`config.mk`:
```
export PLATFORM = sky130hd
export DESIGN_NAME = fetch_unit
export DESIGN_NICKNAME = d
export VERILOG_FILES = /design/src/rtl/fetch_unit_pkg.sv /design/src/rtl/fetch_unit_ena_reg.sv /design/src/rtl/fetch_unit.sv
export SDC_FILE = /design/constraint.sdc
export NUM_CORES = 1
export LEC_CHECK = 0
export ABC_AREA = 1
export CORE_ASPECT_RATIO = 1.25
export CORE_MARGIN = 1.5
export CORE_UTILIZATION = 42
export CTS_CLUSTER_SIZE = 24
export DETAILED_ROUTE_END_ITERATION = 16
export GPL_ROUTABILITY_DRIVEN = 0
export PLACE_DENSITY = 0.76
export SYNTH_ARGS = -nofsm -noshare
export SYNTH_HDL_FRONTEND = slang
export SYNTH_HIERARCHICAL = 1
export SYNTH_SLANG_ARGS = --single-unit
```
`constraint.sdc`:
```
create_clock -name clk -period 1.5 [get_ports clk]
set_clock_uncertainty 0.2 [all_clocks]
set_input_delay 0.375 -clock clk [delete_from_list [all_inputs] [get_ports clk]]
set_output_delay 0.375 -clock clk [all_outputs]
set_load 0.01 [all_outputs]
```
`src/rtl/fetch_unit_pkg.sv`:
```
// Shared types and sizing helpers for the instruction-fetch unit.
package fetch_pkg;

  typedef enum logic {
    ST_IDLE = 1'b0,
    ST_READ = 1'b1
  } fetch_state_e;

  // Width of the read-latency counter: $clog2(RAM_LATENCY+1), never below 1.
  function automatic int cnt_width(input int ram_latency);
    int w;
    w = $clog2(ram_latency + 1);
    return (w < 1) ? 1 : w;
  endfunction

endpackage

```
`src/rtl/fetch_unit_ena_reg.sv`:
```
// Enable register with async reset and synchronous clear (clear wins over enable).
module ena_reg #(
  parameter int WIDTH = 8
) (
  input  logic             clk,
  input  logic             rst,
  input  logic             sclr,
  input  logic             ena,
  input  logic [WIDTH-1:0] d,
  output logic [WIDTH-1:0] q
);

  logic [WIDTH-1:0] q_q;
  logic [WIDTH-1:0] q_d;

  // Next value: clear, load or hold.
  always_comb begin
    q_d = q_q;
    if (sclr) begin
      q_d = '0;
    end else if (ena) begin
      q_d = d;
    end
  end

  // Storage flop.
  always_ff @(posedge clk or posedge rst) begin
    if (rst) begin
      q_q <= '0;
    end else begin
      q_q <= q_d;
    end
  end

  assign q = q_q;

endmodule

```
`src/rtl/fetch_unit.sv`:
```
// Instruction-fetch unit: MAR, IR and PC registers behind an IDLE/READ FSM
// that holds a fixed-latency RAM read and pulses instr_valid on capture.
module fetch_unit
  import fetch_pkg::*;
#(
  parameter int DATA_WIDTH   = 8,
  parameter int ADDR_WIDTH   = 8,
  parameter int OPCODE_WIDTH = 3,
  parameter int RAM_LATENCY  = 2
) (
  input  logic                           clk,
  input  logic                           rst,
  input  logic                           sclr,
  input  logic                           fetch,
  input  logic                           jump_en,
  input  logic [ADDR_WIDTH-1:0]          busC,
  input  logic [DATA_WIDTH-1:0]          ram_rdata,
  output logic [ADDR_WIDTH-1:0]          ram_addr,
  output logic                           ram_rd,
  output logic [ADDR_WIDTH-1:0]          pc,
  output logic [OPCODE_WIDTH-1:0]        opcode,
  output logic [DATA_WIDTH-OPCODE_WIDTH-1:0] operand,
  output logic                           busy,
  output logic                           instr_valid
);

  localparam int CNT_W = cnt_width(RAM_LATENCY);
  localparam logic [CNT_W-1:0] CNT_LAST = CNT_W'(RAM_LATENCY - 1);

  fetch_state_e    state_q, state_d;
  logic [CNT_W-1:0] cnt_q, cnt_d;
  logic            busy_q, busy_d;
  logic            instr_valid_q, instr_valid_d;

  logic [ADDR_WIDTH-1:0] mar;
  logic [DATA_WIDTH-1:0] ir;

  logic                  idle;
  logic                  start_read;
  logic                  done;
  logic                  mar_ena;
  logic                  ir_ena;
  logic                  pc_ena;
  logic [ADDR_WIDTH-1:0] mar_d;
  logic [ADDR_WIDTH-1:0] pc_d;

  // Datapath control decoded from the current state and requests.
  always_comb begin
    idle       = (state_q == ST_IDLE);
    start_read = idle && fetch;
    done       = (state_q == ST_READ) && (cnt_q == CNT_LAST);
    mar_ena    = start_read;
    mar_d      = jump_en ? busC : pc;
    ir_ena     = done;
    pc_ena     = done || (idle && !fetch && jump_en);
    pc_d       = done ? (mar + ADDR_WIDTH'(1)) : busC;
  end

  // FSM next state, latency counter and registered status outputs.
  always_comb begin
    state_d       = state_q;
    cnt_d         = cnt_q;
    instr_valid_d = 1'b0;
    if (sclr) begin
      state_d = ST_IDLE;
      cnt_d   = '0;
    end else begin
      case (state_q)
        ST_IDLE: begin
          if (fetch) begin
            state_d = ST_READ;
            cnt_d   = '0;
          end
        end
        ST_READ: begin
          if (done) begin
            state_d       = ST_IDLE;
            cnt_d         = '0;
            instr_valid_d = 1'b1;
          end else begin
            cnt_d = cnt_q + CNT_W'(1);
          end
        end
        default: begin
          state_d = ST_IDLE;
          cnt_d   = '0;
        end
      endcase
    end
    busy_d = (state_d == ST_READ);
  end

  // FSM state and registered outputs.
  always_ff @(posedge clk or posedge rst) begin
    if (rst) begin
      state_q       <= ST_IDLE;
      cnt_q         <= '0;
      busy_q        <= 1'b0;
      instr_valid_q <= 1'b0;
    end else begin
      state_q       <= state_d;
      cnt_q         <= cnt_d;
      busy_q        <= busy_d;
      instr_valid_q <= instr_valid_d;
    end
  end

  ena_reg #(.WIDTH(ADDR_WIDTH)) u_mar (
    .clk  (clk),
    .rst  (rst),
    .sclr (sclr),
    .ena  (mar_ena),
    .d    (mar_d),
    .q    (mar)
  );

  ena_reg #(.WIDTH(DATA_WIDTH)) u_ir (
    .clk  (clk),
    .rst  (rst),
    .sclr (sclr),
    .ena  (ir_ena),
    .d    (ram_rdata),
    .q    (ir)
  );

  ena_reg #(.WIDTH(ADDR_WIDTH)) u_pc (
    .clk  (clk),
    .rst  (rst),
    .sclr (sclr),
    .ena  (pc_ena),
    .d    (pc_d),
    .q    (pc)
  );

  assign ram_addr    = mar;
  assign ram_rd      = busy_q;
  assign busy        = busy_q;
  assign instr_valid = instr_valid_q;
  assign opcode      = ir[DATA_WIDTH-1 -: OPCODE_WIDTH];
  assign operand     = ir[DATA_WIDTH-OPCODE_WIDTH-1:0];

endmodule

```
==> run summary <==
status - finished, final reports clean
relative slew slack - 79.6%
hpwl dp - 3.04 mm
total number of H-tree levels - 1
Gate Count Post-Synth - 205
I/O pins - 48
vias per cell - 4.86
Antenna Diode Count - 0
r2r startpoint - busy$_DFF_PP0_
Async S/R FF share, synth - 100%
post-synthesis compound-gate area fraction - 3.76%
top_reg_cell synth - dfrtp_1
syn_area_per_cell - 7.48 sq um
Synth Area in XOR/XNOR - 0%
Worst IR Drop VDD - 0.000699 V
DRC - 0
critical path arrival - 1450 ps
worst setup path start - busy$_DFF_PP0_
Setup Viol. Count Final - 0
ANT nets after route - 0
EDFF count, synth - 0
worst-path fanout max - 10
mux cell area share after synthesis - 0%
PwrDens - 714 nW/um^2
Crit. End Element - flip-flop
CP required - 1460 ps
clk_lat worst skew - 270 ps
crit-path cells - buf_6 -> nand2_2 -> nor2_4 -> buf_4 -> nor2_8 -> nand2_1 -> nand2_1
worst hold slack - 195 ps
RSZ-0062 raised after global routing - yes
initial antenna violation count - 0
Final Hold Vio Count - 0
maximum clock rate - 670 MHz
R2R cell count - 7
fraction of final layout cells sized beyond drive strength 1 - 29.3%
Die Wd - 57.0 microns
adder and majority gate portion of the synthesized area - 0.816%
minimum clock period - 1490 ps
largest net degree at the start of global routing - 16
clk slew on worst S/H paths - 90 ps
Worst setup SP type - flip-flop
IO Port Bufs - 47
Die H - 70.5 microns
DR vias - 1584
post-synthesis simple-gate area fraction - 42.0%
Initial Utilization - 44.0%
number of max-cap violations - 0
CTS Buf Count - 3
CTS sink cnt - 28
hold_buf cts - 0
Routed WL - 3.93 mm
initial DRC count - 46
Yosys warnings - 6
GRT Total Usage - 20.3%
utilization after layout - 67.1%
Seq/Total Area, Yosys - 45.7%
CTS tree - done
nets - 310
Min-Delay Path Class - input pin to async pin
Critical Path Max Stage Delay - 410 ps
total global routing overflow - 0
core area - 3480 sq um
Leakage - 1.29 nW
CP max stage cell - dfrtp_2
library cells used by synthesis - 21
RR Endpoint - u_ir/q[6]$_DFFE_PP0P_
drt first pass iters - 4
combinational family with the most area after synthesis - simple AND/OR/NAND/NOR gates
CTS root buf - clkbuf_8
WS Path Type - flip-flop to flip-flop
Worst-Margin Slew - 306 ps
first-pass GRT wire length - 6.65 mm
flops & latches, synth - 28
die area - 4020 sq um
CTS Buffer Depth - 2
syn nets - 227
Post-Syn Area - 1530 sq um
Area Growth Syn to Fin - 52.6%
crit-path most repeated cell - nand2_1
wire per inst - 12.1 microns
row count - 24
flop-to-flop setup slack - 7 ps
final period utilization - 99.6%
vias in the first global route - 1533
worst setup path end - u_ir/q[6]$_DFFE_PP0P_
Max Slew Vio Count - 0
critical path: cells and delay by family (launching register included):
family	cells	cell delay [ps]
buffers and inverters	2	350
flip-flops	1	410
AND/OR/NAND/NOR	5	410
power breakdown:
| part | total [mW] | switching [mW] | internal, mW |
|---|---|---|---|
| clock network | 0.466 | 0.231 | 0.235 |
| logic | 0.395 | 0.199 | 0.196 |
| registers | 0.808 | 0.0205 | 0.787 |
flip-flops by register name (all words and copies together) (netlist names):
register and cells:
u_ir/q 8, cnt_q 2, u_mar/q 8, u_pc/q 8, instr_valid 1, busy 1
how the worst min path moves through the flow:
stage                       endpoint  slack [ps]                  start  depth (start not counted)
5_1_grt        instr_valid$_DFF_PP0_         200                    rst                          2
2_1_floorplan         busy$_DFF_PP0_         -60                    rst                          1
6_report       instr_valid$_DFF_PP0_         190                    rst                          2
3_3_place_gp   u_ir/q[6]$_DFFE_PP0P_         250  u_ir/q[6]$_DFFE_PP0P_                          2
3_5_place_dp   u_ir/q[3]$_DFFE_PP0P_         260  u_ir/q[3]$_DFFE_PP0P_                          2
4_1_cts        instr_valid$_DFF_PP0_         200                    rst                          2
stage by stage:
stage / setup slack (ps) / instance area [sq um] / power (mW) / setup TNS [ps] / instances
finish: 6.66 / 2340 / 1.67 / 0 / 326
detailed placement: -271 / 2230 / 1.22 / -4370 / 313
floorplan: 37.2 / 1530 / 0.996 / 0 / 205
CTS: 4.49 / 2340 / 1.67 / 0 / 324
global route: -71.2 / 2340 / 1.76 / -444 / 326
global placement: -208 / 2230 / 1.21 / -3790 / 313
placed cells by master, fill, tap and decap left out, types with 3 or more instances in the layout:
cell and instances:
buf_4 33, clkdlybuf4s50_1 20, nand2_1 93, nor2_1 5
nand3_2 3, clkbuf_2 14, clkdlybuf4s15_1 9, clkbuf_8 4
nor2_8 3, dfrtp_1 27, buf_2 4, nand3_1 29
inv_1 13, inv_2 4, nand2_2 4
synth_stat cells, types with 2 or more instances:
master	n	share of area, %
a21oi_1	2	0.65
buf_4	2	0.98
buf_6	3	2.2
dfrtp_1	28	46
inv_1	14	3.4
inv_2	3	0.73
nand2_1	97	24
nand3_1	33	11
nor2_1	7	1.7
nor2_8	3	3.9
o21ai_0	2	0.65
o21bai_1	2	0.98
area by class of cell:
type                            instances  area [sq um]
Sequential cell                        28           702
Tap cell                               39          48.8
Multi-Input combinational cell        154           778
Inverter                               17          63.8
Clock buffer                            4          55.1
Timing Repair Buffer                   84           691
Fill cell                             317          1140
cell families (layout without fill, tap and decap cells):
kind of cell               Yosys count  count (layout)
adders and majority gates            1               1
DFF                                 28              28
buffers and inverters               23             105
and+or+nand+nor                    144             144
AOI/OAI and AO/OA                    9               9
per-layer routing:
layer	wire (microns)	part of all wire (%)	global-route usage [%]
met1	1730	44	27.0
met2	2020	51	35.1
met3	123	3.1	2.19
met4	55	1.4	5.17
met5	0	0	0
what timing repair did:
action                                  in CTS  in global routing
buffers inserted                             7                  3
gates resized for setup                     66                 31
pin swaps                                    0                 15
endpoints found under the setup margin      35                 31
(Power assumes the default switching activity.)
